<file path="src/rtl/mtm_alu_pkg.sv">
// Shared definitions for the MTM ALU processing core: opcodes, FSM states,
// flag bit positions, CRC polynomials and message lengths.
package mtm_alu_pkg;

    localparam logic [2:0] OP_AND = 3'b000;
    localparam logic [2:0] OP_OR  = 3'b001;
    localparam logic [2:0] OP_ADD = 3'b100;
    localparam logic [2:0] OP_SUB = 3'b101;

    typedef enum logic [2:0] {
        S_IDLE = 3'd0,
        S_CRC4 = 3'd1,
        S_EXEC = 3'd2,
        S_CRC3 = 3'd3,
        S_SEND = 3'd4,
        S_GAP  = 3'd5
    } state_e;

    // Positions inside the 4-bit flag word {carry, overflow, zero, negative}
    localparam int FLAG_CARRY = 3;
    localparam int FLAG_OVF   = 2;
    localparam int FLAG_ZERO  = 1;
    localparam int FLAG_NEG   = 0;

    localparam logic [3:0] CRC4_POLY = 4'b0011;
    localparam logic [2:0] CRC3_POLY = 3'b011;

    localparam int CRC4_BITS = 68;
    localparam int CRC3_BITS = 37;

    typedef struct packed {
        logic data;
        logic crc;
        logic op;
    } err_t;

    function automatic logic op_is_valid(input logic [2:0] op);
        return (op == OP_AND) || (op == OP_OR) || (op == OP_ADD) || (op == OP_SUB);
    endfunction

endpackage

</file>
<file path="src/rtl/mtm_alu_crc_serial.sv">
// Bit-serial CRC engine, MSB-first, zero initial value; clear wins over shift.
module mtm_alu_crc_serial #(
    parameter int               WIDTH = 4,
    parameter logic [WIDTH-1:0] POLY  = WIDTH'(3)
) (
    input  logic             clk,
    input  logic             rst,
    input  logic             clear,
    input  logic             shift,
    input  logic             din,
    output logic [WIDTH-1:0] crc
);

    logic [WIDTH-1:0] crc_q, crc_d;
    logic             fb;

    // NOTE: every always_comb output gets a default first, so no path can infer a latch.
    always_comb begin
        fb    = crc_q[WIDTH-1] ^ din;
        crc_d = crc_q;
        if (clear) begin
            crc_d = '0;
        end else if (shift) begin
            crc_d = {crc_q[WIDTH-2:0], 1'b0} ^ (fb ? POLY : '0);
        end
    end

    // NOTE: state is updated with non-blocking assignments only, so all flops see pre-edge values.
    always_ff @(posedge clk or posedge rst) begin
        if (rst) begin
            crc_q <= '0;
        end else begin
            crc_q <= crc_d;
        end
    end

    assign crc = crc_q;

endmodule

</file>
<file path="src/rtl/mtm_alu_core.sv">
// ALU processing stage: checks request CRC4/opcode, executes, computes CRC3
// over the response and launches it to the serializer with a post-launch gap.
module mtm_alu_core
    import mtm_alu_pkg::*;
#(
    parameter int GAP_CYCLES = 60
) (
    input  logic        clk,
    input  logic        rst,
    input  logic        rx_valid,
    input  logic [31:0] rx_A,
    input  logic [31:0] rx_B,
    input  logic [2:0]  rx_op,
    input  logic [3:0]  rx_crc,
    input  logic        rx_err_data,
    output logic        tx_data,
    output logic        error_occured,
    output logic [31:0] data_C,
    output logic [3:0]  data_flag,
    output logic [2:0]  data_crc,
    output logic [5:0]  error_flag,
    output logic        busy
);

    localparam int GAP_W = $clog2(GAP_CYCLES + 1);
    localparam int CNT_W = (GAP_W > 7) ? GAP_W : 7;

    state_e             state_q, state_d;
    logic [CNT_W-1:0]   cnt_q, cnt_d;
    logic [31:0]        a_q, a_d, b_q, b_d, c_q, c_d, out_c_q, out_c_d;
    logic [2:0]         op_q, op_d, out_crc_q, out_crc_d;
    logic [3:0]         rxcrc_q, rxcrc_d, flag_q, flag_d, out_flag_q, out_flag_d;
    logic [5:0]         err_flag_q, err_flag_d;
    logic               tx_q, tx_d, eo_q, eo_d;

    logic               capture, exec_ok, enter_send;
    err_t               err;
    logic [3:0]         crc4;
    logic [2:0]         crc3;
    logic               crc4_shift, crc4_din, crc3_shift, crc3_din;
    logic [32:0]        sum;
    logic [31:0]        c_new;
    logic [3:0]         flags_new;
    logic [67:0]        msg4;
    logic [37:0]        msg3_pad;

    always_ff @(posedge clk or posedge rst) begin
        if (rst) begin
            state_q <= S_IDLE;
            cnt_q   <= '0;
        end else begin
            state_q <= state_d;
            cnt_q   <= cnt_d;
        end
    end

    always_comb begin
        state_d    = state_q;
        cnt_d      = cnt_q;
        capture    = 1'b0;
        exec_ok    = 1'b0;
        enter_send = 1'b0;
        err        = '0;
        case (state_q)
            S_IDLE: if (rx_valid) begin
                capture = 1'b1;
                if (rx_err_data) begin
                    err.data   = 1'b1;
                    enter_send = 1'b1;
                    state_d    = S_SEND;
                end else begin
                    state_d = S_CRC4;
                    cnt_d   = CNT_W'(CRC4_BITS - 1);
                end
            end
            S_CRC4: begin
                if (cnt_q == '0) state_d = S_EXEC;
                else             cnt_d   = cnt_q - CNT_W'(1);
            end
            S_EXEC: begin
                if (crc4 != rxcrc_q) begin
                    err.crc    = 1'b1;
                    enter_send = 1'b1;
                    state_d    = S_SEND;
                end else if (!op_is_valid(op_q)) begin
                    err.op     = 1'b1;
                    enter_send = 1'b1;
                    state_d    = S_SEND;
                end else begin
                    exec_ok = 1'b1;
                    state_d = S_CRC3;
                    cnt_d   = CNT_W'(CRC3_BITS - 1);
                end
            end
            S_CRC3: begin
                if (cnt_q == '0) begin
                    enter_send = 1'b1;
                    state_d    = S_SEND;
                end else begin
                    cnt_d = cnt_q - CNT_W'(1);
                end
            end
            S_SEND: begin
                state_d = S_GAP;
                cnt_d   = CNT_W'(GAP_CYCLES - 1);
            end
            S_GAP: begin
                if (cnt_q == '0) state_d = S_IDLE;
                else             cnt_d   = cnt_q - CNT_W'(1);
            end
            default: state_d = S_IDLE;
        endcase
    end

    // 33-bit add/subtract: bit 32 is the carry, or the borrow for SUB.
    always_comb begin
        sum   = (op_q == OP_SUB) ? ({1'b0, a_q} - {1'b0, b_q}) : ({1'b0, a_q} + {1'b0, b_q});
        c_new = sum[31:0];
        flags_new = '0;
        flags_new[FLAG_CARRY] = sum[32];
        if (op_q == OP_SUB) flags_new[FLAG_OVF] = (a_q[31] != b_q[31]) && (c_new[31] != a_q[31]);
        else                flags_new[FLAG_OVF] = (a_q[31] == b_q[31]) && (c_new[31] != a_q[31]);
        if (op_q == OP_AND || op_q == OP_OR) begin
            c_new = (op_q == OP_AND) ? (a_q & b_q) : (a_q | b_q);
            flags_new[FLAG_CARRY] = 1'b0;
            flags_new[FLAG_OVF]   = 1'b0;
        end
        flags_new[FLAG_ZERO] = (c_new == '0);
        flags_new[FLAG_NEG]  = c_new[31];
    end

    // CRC3 takes its first bit (C[31]) during EXEC so its last shift lands one
    // cycle before SEND; msg3_pad[cnt] then walks the remaining 36 bits.
    always_comb begin
        busy       = (state_q != S_IDLE);
        msg4       = {b_q, a_q, 1'b1, op_q};
        msg3_pad   = {c_q, 1'b0, flag_q, 1'b0};
        crc4_shift = (state_q == S_CRC4);
        crc4_din   = msg4[cnt_q[6:0]];
        crc3_shift = (state_q == S_EXEC) || ((state_q == S_CRC3) && (cnt_q != '0));
        crc3_din   = (state_q == S_EXEC) ? c_new[31] : msg3_pad[cnt_q[5:0]];
    end

    mtm_alu_crc_serial #(.WIDTH(4), .POLY(CRC4_POLY)) u_crc4 (
        .clk(clk), .rst(rst), .clear(capture), .shift(crc4_shift), .din(crc4_din), .crc(crc4)
    );

    mtm_alu_crc_serial #(.WIDTH(3), .POLY(CRC3_POLY)) u_crc3 (
        .clk(clk), .rst(rst), .clear(capture), .shift(crc3_shift), .din(crc3_din), .crc(crc3)
    );

    always_comb begin
        a_d        = capture ? rx_A   : a_q;
        b_d        = capture ? rx_B   : b_q;
        op_d       = capture ? rx_op  : op_q;
        rxcrc_d    = capture ? rx_crc : rxcrc_q;
        c_d        = exec_ok ? c_new     : c_q;
        flag_d     = exec_ok ? flags_new : flag_q;
        tx_d       = enter_send;
        eo_d       = enter_send && (err != '0);
        err_flag_d = enter_send ? {err, err} : err_flag_q;
        out_c_d    = out_c_q;
        out_flag_d = out_flag_q;
        out_crc_d  = out_crc_q;
        // Error frames keep the last good result on the data outputs.
        if (enter_send && (err == '0)) begin
            out_c_d    = c_q;
            out_flag_d = flag_q;
            out_crc_d  = crc3;
        end
    end

    // NOTE: datapath registers are reset too, so outputs read 0 straight out of reset.
    always_ff @(posedge clk or posedge rst) begin
        if (rst) begin
            a_q <= '0; b_q <= '0; op_q <= '0; rxcrc_q <= '0;
            c_q <= '0; flag_q <= '0;
            out_c_q <= '0; out_flag_q <= '0; out_crc_q <= '0; err_flag_q <= '0;
            tx_q <= 1'b0; eo_q <= 1'b0;
        end else begin
            a_q <= a_d; b_q <= b_d; op_q <= op_d; rxcrc_q <= rxcrc_d;
            c_q <= c_d; flag_q <= flag_d;
            out_c_q <= out_c_d; out_flag_q <= out_flag_d; out_crc_q <= out_crc_d;
            err_flag_q <= err_flag_d;
            tx_q <= tx_d; eo_q <= eo_d;
        end
    end

    assign tx_data       = tx_q;
    assign error_occured = eo_q;
    assign data_C        = out_c_q;
    assign data_flag     = out_flag_q;
    assign data_crc      = out_crc_q;
    assign error_flag    = err_flag_q;

endmodule

</file>
<file path="config.mk">
export PLATFORM = sky130hd
export DESIGN_NAME = mtm_alu_core
export DESIGN_NICKNAME = d
export VERILOG_FILES = /design/src/rtl/mtm_alu_pkg.sv /design/src/rtl/mtm_alu_crc_serial.sv /design/src/rtl/mtm_alu_core.sv
export SDC_FILE = /design/constraint.sdc
export NUM_CORES = 1
export LEC_CHECK = 0
export ABC_AREA = 1
export CORE_ASPECT_RATIO = 1.4
export CORE_UTILIZATION = 41
export DETAILED_ROUTE_END_ITERATION = 10
export SETUP_SLACK_MARGIN = 0.02
export SYNTH_ARGS = -nofsm -noshare
export SYNTH_HDL_FRONTEND = slang
export SYNTH_SLANG_ARGS = --single-unit
</file>
<file path="constraint.sdc">
create_clock -name clk -period 8.5 [get_ports clk]
set_clock_uncertainty 0.2 [all_clocks]
set_input_delay 2.55 -clock clk [delete_from_list [all_inputs] [get_ports clk]]
set_output_delay 2.55 -clock clk [all_outputs]
set_load 0.02 [all_outputs]
</file>
==> metrics, run 1 <==
Yosys top cell by area=dfrtp_1; WP data arrival=4.96 ns; Post-synth EDFFs=0; non-filler cells, final=2309; post-place setup slack=3.18 ns; Yosys reg bits=166; Area Growth Syn to Fin=16.7%; Synth Flop Type=dfrtp_1; DRT iter0 DRCs=857; DR WL/cell=18.1 um; Die Y=206 um; met3 Use GR=0.0329; worst hold stages=2; Clock transition at path regs=0.08 ns; Syn Std Cell Area=12200 um^2; CTS Sinks=166; main area contributors after synthesis=dfrtp_1, nand2_1, inv_1; All-Layer GR Usage=0.280; PortBufs=122; Rows=74; Initial Util=0.418; CTS Buffer Depth=2; antenna violations before repair=0; I/O Pins=123; min cycle time layout=4.84 ns; ys async rst share=1.00; Synth Instances=1834; Final Util=0.488; post-route ant nets=0; Critical path origin=rx_valid; Crit path buffers/inverters=4; post-DR vias/cell=5.28; met2 usage=0.484; aggregate global routing overflow=0; CP top delay family=buffers and inverters; postcts setup bufs=0; worst-path cell chain=clkdlybuf4s50_1 > inv_1 > nor2_4 > buf_4 > nor2_1 > inv_1 > o21ai_0; R2R cell count=22; largest net degree at the start of global routing=75; most common cell after layout, fill and taps aside=nand2_1; commonest cells after routing, fill and taps aside=nand2_1, inv_1, o21ai_0, dfrtp_1, clkdlybuf4s50_1; FF-to-FF End=u_crc3.crc[1]$_DFFE_PP0P_; GRT met1 Usage=0.327; worst-path fanout max=73; die area=30400 um^2; RSZ-0062 raised after global routing=no; net count after synthesis=1949; Crit Path Category=in2reg; ratio of cells with drive above 1 in the final layout=0.0560; Max Fclk=0.206 GHz; Max Cap Viol=0; Slowest-stage cell, CP=nor2_4; gr busiest metal=met2; Final period util=0.570; first-pass GRT wire length=64300 um; Final Routed Wirelength=41700 um; Fin Setup TNS=0 ns; Worst-Margin Slew=1.15 ns; crit end category=register; Pins Over Slew Limit=0; Yosys cell types=55; WP depth=7; worst-skew pair later-pin latency=0.45 ns; Synth warnings=0; final net count=2031; H-tree depth=4; post-CTS sizing=0; die width=148 um; cell mode on critical path=inv_1; Post-CTS Hold Buffers=0; Slew HR=0.229; ANT cells=0; TritonCTS buffer count=17; CTS tree=done; startpoint types=input port; r2r setup slk=3.76 ns; detailed-route via count=12200; Mean Syn Cell Area=6.64 um^2; CTS root buffer=clkbuf_16; vias in the first global route=11500; crit path to=u_crc4.crc[2]$_DFFE_PP0P_; cell count after placement=2277; DP HPWL=31700 um; CP max stage delay=0.88 ns; outcome=complete, no violations; first-pass detailed-route iteration total=7; DRC Markers=0; post-route setup slack=3.66 ns; Hold WC Path Type=reg2reg; Req. time, crit path=8.62 ns; Seq/Total Area, Yosys=0.341; routability cong.=1.01; Core Area=29200 um^2; Hold Fails Final Rpt=0; Finish-stage setup viols=0; post-synth top area share=0.341; FF-to-FF Start=op_q[0]$_DFFE_PP0P_
cell usage after synthesis, drive strengths merged (20+ instances only):
| cell | count |
|---|---|
| inv | 302 |
| xor2 | 36 |
| nor2 | 101 |
| dfrtp | 166 |
| buf | 49 |
| nand4 | 20 |
| o211ai | 37 |
| ha | 39 |
| o21ai | 202 |
| nand3 | 129 |
| a21oi | 71 |
| nand2 | 593 |
sequential cells by signal, summed over array words and instances, names as in the netlist:
register	count
rxcrc_q	4
a_q	32
data_C	31
c_q	31
u_crc4.crc	4
tx_data	1
error_occured	1
cnt_q	7
flag_q	4
error_flag	3
b_q	32
data_crc	3
state_q	3
op_q	3
data_flag	4
u_crc3.crc	3
worst reg2reg max path: stages, from the launching register on:
cell and delay (ns):
dfrtp_1 0.37, inv_2 0.10, nor2_1 0.07, nand2_1 0.70, inv_1 0.51, or2_2 0.44, xor2_1 0.16, inv_1 0.06
ha_1 0.36, nand2_2 0.13, inv_1 0.04, nand2_1 0.05, nand2_1 0.06, nand2_1 0.06, nand2_1 0.06, a21oi_1 0.40
nand3_1 0.18, nand3_1 0.15, nand3_1 0.18, nand3_1 0.15, nand3_1 0.08, nand3_1 0.08, nand2_1 0.05
area by class of cell:
type                    instances  area [um^2]
repair buffers                131         1290
inverters                     303         1140
well taps                     380          475
fillers                      3071        14900
multi-input cells            1297         6540
clock inverters                14          181
flip-flops and latches        166         4160
clock buffers                  18          439
metal layers:
layer,share of wire,up-vias
li1,-,6015
met1,0.40,5633
met2,0.49,436
met3,0.052,119
met4,0.066,0
met5,0,-
stage by stage:
step                instance area [um^2]  hold slack [ns]
finish                             14200            0.288
global route                       14200            0.317
CTS                                14200            0.293
detailed placement                 13600            0.272
global placement                   13600            0.266
floorplan                          12200            0.249
worst min-delay path by stage:
stage	to	slack, ns	start
6_report	data_crc[2]$_DFFE_PP0P_	0.29	data_crc[2]$_DFFE_PP0P_
4_1_cts	data_crc[2]$_DFFE_PP0P_	0.29	data_crc[2]$_DFFE_PP0P_
3_5_place_dp	data_crc[2]$_DFFE_PP0P_	0.27	data_crc[2]$_DFFE_PP0P_
2_1_floorplan	flag_q[1]$_DFFE_PP0P_	0.25	flag_q[1]$_DFFE_PP0P_
5_1_grt	data_C[11]$_DFFE_PP0P_	0.32	data_C[11]$_DFFE_PP0P_
3_3_place_gp	data_C[24]$_DFFE_PP0P_	0.27	data_C[24]$_DFFE_PP0P_
logic make-up after synthesis:
logic type	count (synthesis)	synth area share
AND/OR/NAND/NOR	876	0.306
buffers and inverters	371	0.123
AO/OA/AOI/OAI	334	0.153
flip-flops	166	0.341
XOR/XNOR	40	0.0288
adder cells (fa/ha/maj)	40	0.0417
multiplexers	7	0.00637
Power of run 1 is not shown: default switching activity piles up to over one toggle a cycle in this logic, so the estimate is an artifact.
==> run 2, diff against run 1 <==
- clock period: 8.5 -> 3.96 ns (I/O delays scaled with it)
==> run 2 against run 1 <==
  * Die area is the same
  * Final area grew 8.0%
  * Via count grew 2.9%
  * Core utilization grew 3.9 points
  * Critical path type is now reg2reg
  * Highest routed layer unchanged
==> metrics, run 2 (same netlist as run 1, synthesis figures left out) <==
FF+latch area=4160 um^2; worst hold margin=0.287 ns; vias in the first global route=12200; Die Y=206 um; most common cell after layout, fill and taps aside=nand2_1; Core Area=29200 um^2; aggregate global routing overflow=0; die width=148 um; commonest cells after routing, fill and taps aside=nand2_1, inv_1, o21ai_0, dfrtp_1, clkdlybuf4s50_1; antenna violations before repair=0; Final period util=0.983; final net count=2099; Fin Setup TNS=0 ns; Finish-stage setup viols=0; Max Cap Viol=0; Slew HR=0.487; RSZ-0062 raised after global routing=yes; WP data arrival=4.03 ns; post-place setup slack=-0.270 ns; area of the multi-input gates=7090 um^2; Area Growth Syn to Fin=26.1%; min cycle time layout=3.89 ns; worst-path fanout max=4; startpoint types=register; Hold WC Path Type=reg2reg; CTS Buffer Depth=2; Pins Over Slew Limit=0; Worst-Margin Slew=0.769 ns; outcome=complete, no violations; ratio of cells with drive above 1 in the final layout=0.136; CTS root buffer=clkbuf_16; largest net degree at the start of global routing=77; Final Routed Wirelength=44700 um; CTS tree=done; H-tree depth=4; I/O Pins=123; CTS Sinks=166; Top Registers=a_q x32, b_q x32; Finished Cell Area=15400 um^2; Post-CTS Hold Buffers=0; All-Layer GR Usage=0.296; DR WL/cell=18.8 um; DRC Markers=0; die area=30400 um^2; crit end category=register; DP HPWL=34000 um; Crit Path Category=reg2reg; Initial Util=0.418; ANT cells=0; Hold Fails Final Rpt=0; routability cong.=1.01; Post-DP Area=14100 um^2; post-route setup slack=0.0670 ns; Filler Cells Inserted=2989; Clock transition at path regs=0.08 ns; PortBufs=122; first-pass detailed-route iteration total=5; post-DR vias/cell=5.28; Max Fclk=0.257 GHz; first-pass GRT wire length=67600 um; detailed-route via count=12600; Rows=74; post-route ant nets=0; Req. time, crit path=4.09 ns; worst-skew pair later-pin latency=0.45 ns; DRT iter0 DRCs=875; TritonCTS buffer count=17
[run 2: cell count changes in the layout (fill, tap and decap cells not counted), sizes merged]
cell | before | now
clkinv | 8 | 5
buf | 9 | 77
bufinv | 1 | 2
inv | 308 | 307
clkinvlp | 0 | 3
[run 2: final timing paths]
check	depth (start not counted)	slack, ns	endpoint	startpoint
setup / recovery	24	0.07	u_crc3.crc[1]$_DFFE_PP0P_	b_q[0]$_DFFE_PP0P_
max in group asynchronous	3	1.78	a_q[8]$_DFFE_PP0P_	rst
min in group asynchronous	2	1.01	data_C[25]$_DFFE_PP0P_	rst
setup reg to reg	24	0.07	u_crc3.crc[1]$_DFFE_PP0P_	b_q[0]$_DFFE_PP0P_
hold reg to reg	2	0.29	data_C[25]$_DFFE_PP0P_	data_C[25]$_DFFE_PP0P_
hold / removal	2	0.29	data_C[25]$_DFFE_PP0P_	data_C[25]$_DFFE_PP0P_
[run 2: cell type report]
class                      count  share of cell area
clock buffer                  18              0.0286
clock inverter                14              0.0121
inverter                     303              0.0743
multi-input combinational   1297               0.462
sequential                   166               0.271
tap                          380              0.0310
timing repair buffer         199               0.122
[run 2: metal layers]
metal	track usage	vias up	share of wire
met5	0	-	0
met4	0.209	0	0.072
met3	0.0347	148	0.043
met2	0.512	440	0.49
met1	0.341	5835	0.40
li1	-	6128	-
[run 2: critical path, cell delays in order, from the launching register on]
cell and delay [ns]:
dfrtp_1 0.40, inv_2 0.09, ha_4 0.13, inv_2 0.04, nor3_4 0.12, nand3_2 0.09
or2_4 0.28, nor2_4 0.15, nand4_1 0.17, nor4_1 0.22, or2_4 0.17, xor2_2 0.17
ha_4 0.24, a21o_1 0.18, nor2_1 0.10, nand2_1 0.08, a21oi_2 0.14, buf_4 0.15
nand3_1 0.13, nand3_2 0.11, nand3_2 0.11, nand3_2 0.15, nand3_2 0.06, nand3_1 0.06
nand2_1 0.05
[run 2: through the flow]
| stage | cells | utilization |
|---|---|---|
| after global routing | 2377 | 0.527 |
| after global placement | 2334 | 0.483 |
| after detailed placement | 2334 | 0.483 |
| after CTS | 2369 | 0.509 |
| final | 2377 | 0.527 |
| after floorplan | 1834 | - |
[run 2: timing repair]
item	CTS	global route
resized for setup	33	101
setup endpoints to repair	8	20
setup buffers	3	8
endpoints found under the hold margin	0	0
pin swaps	3	29
Power of run 2 is left out for the same reason.
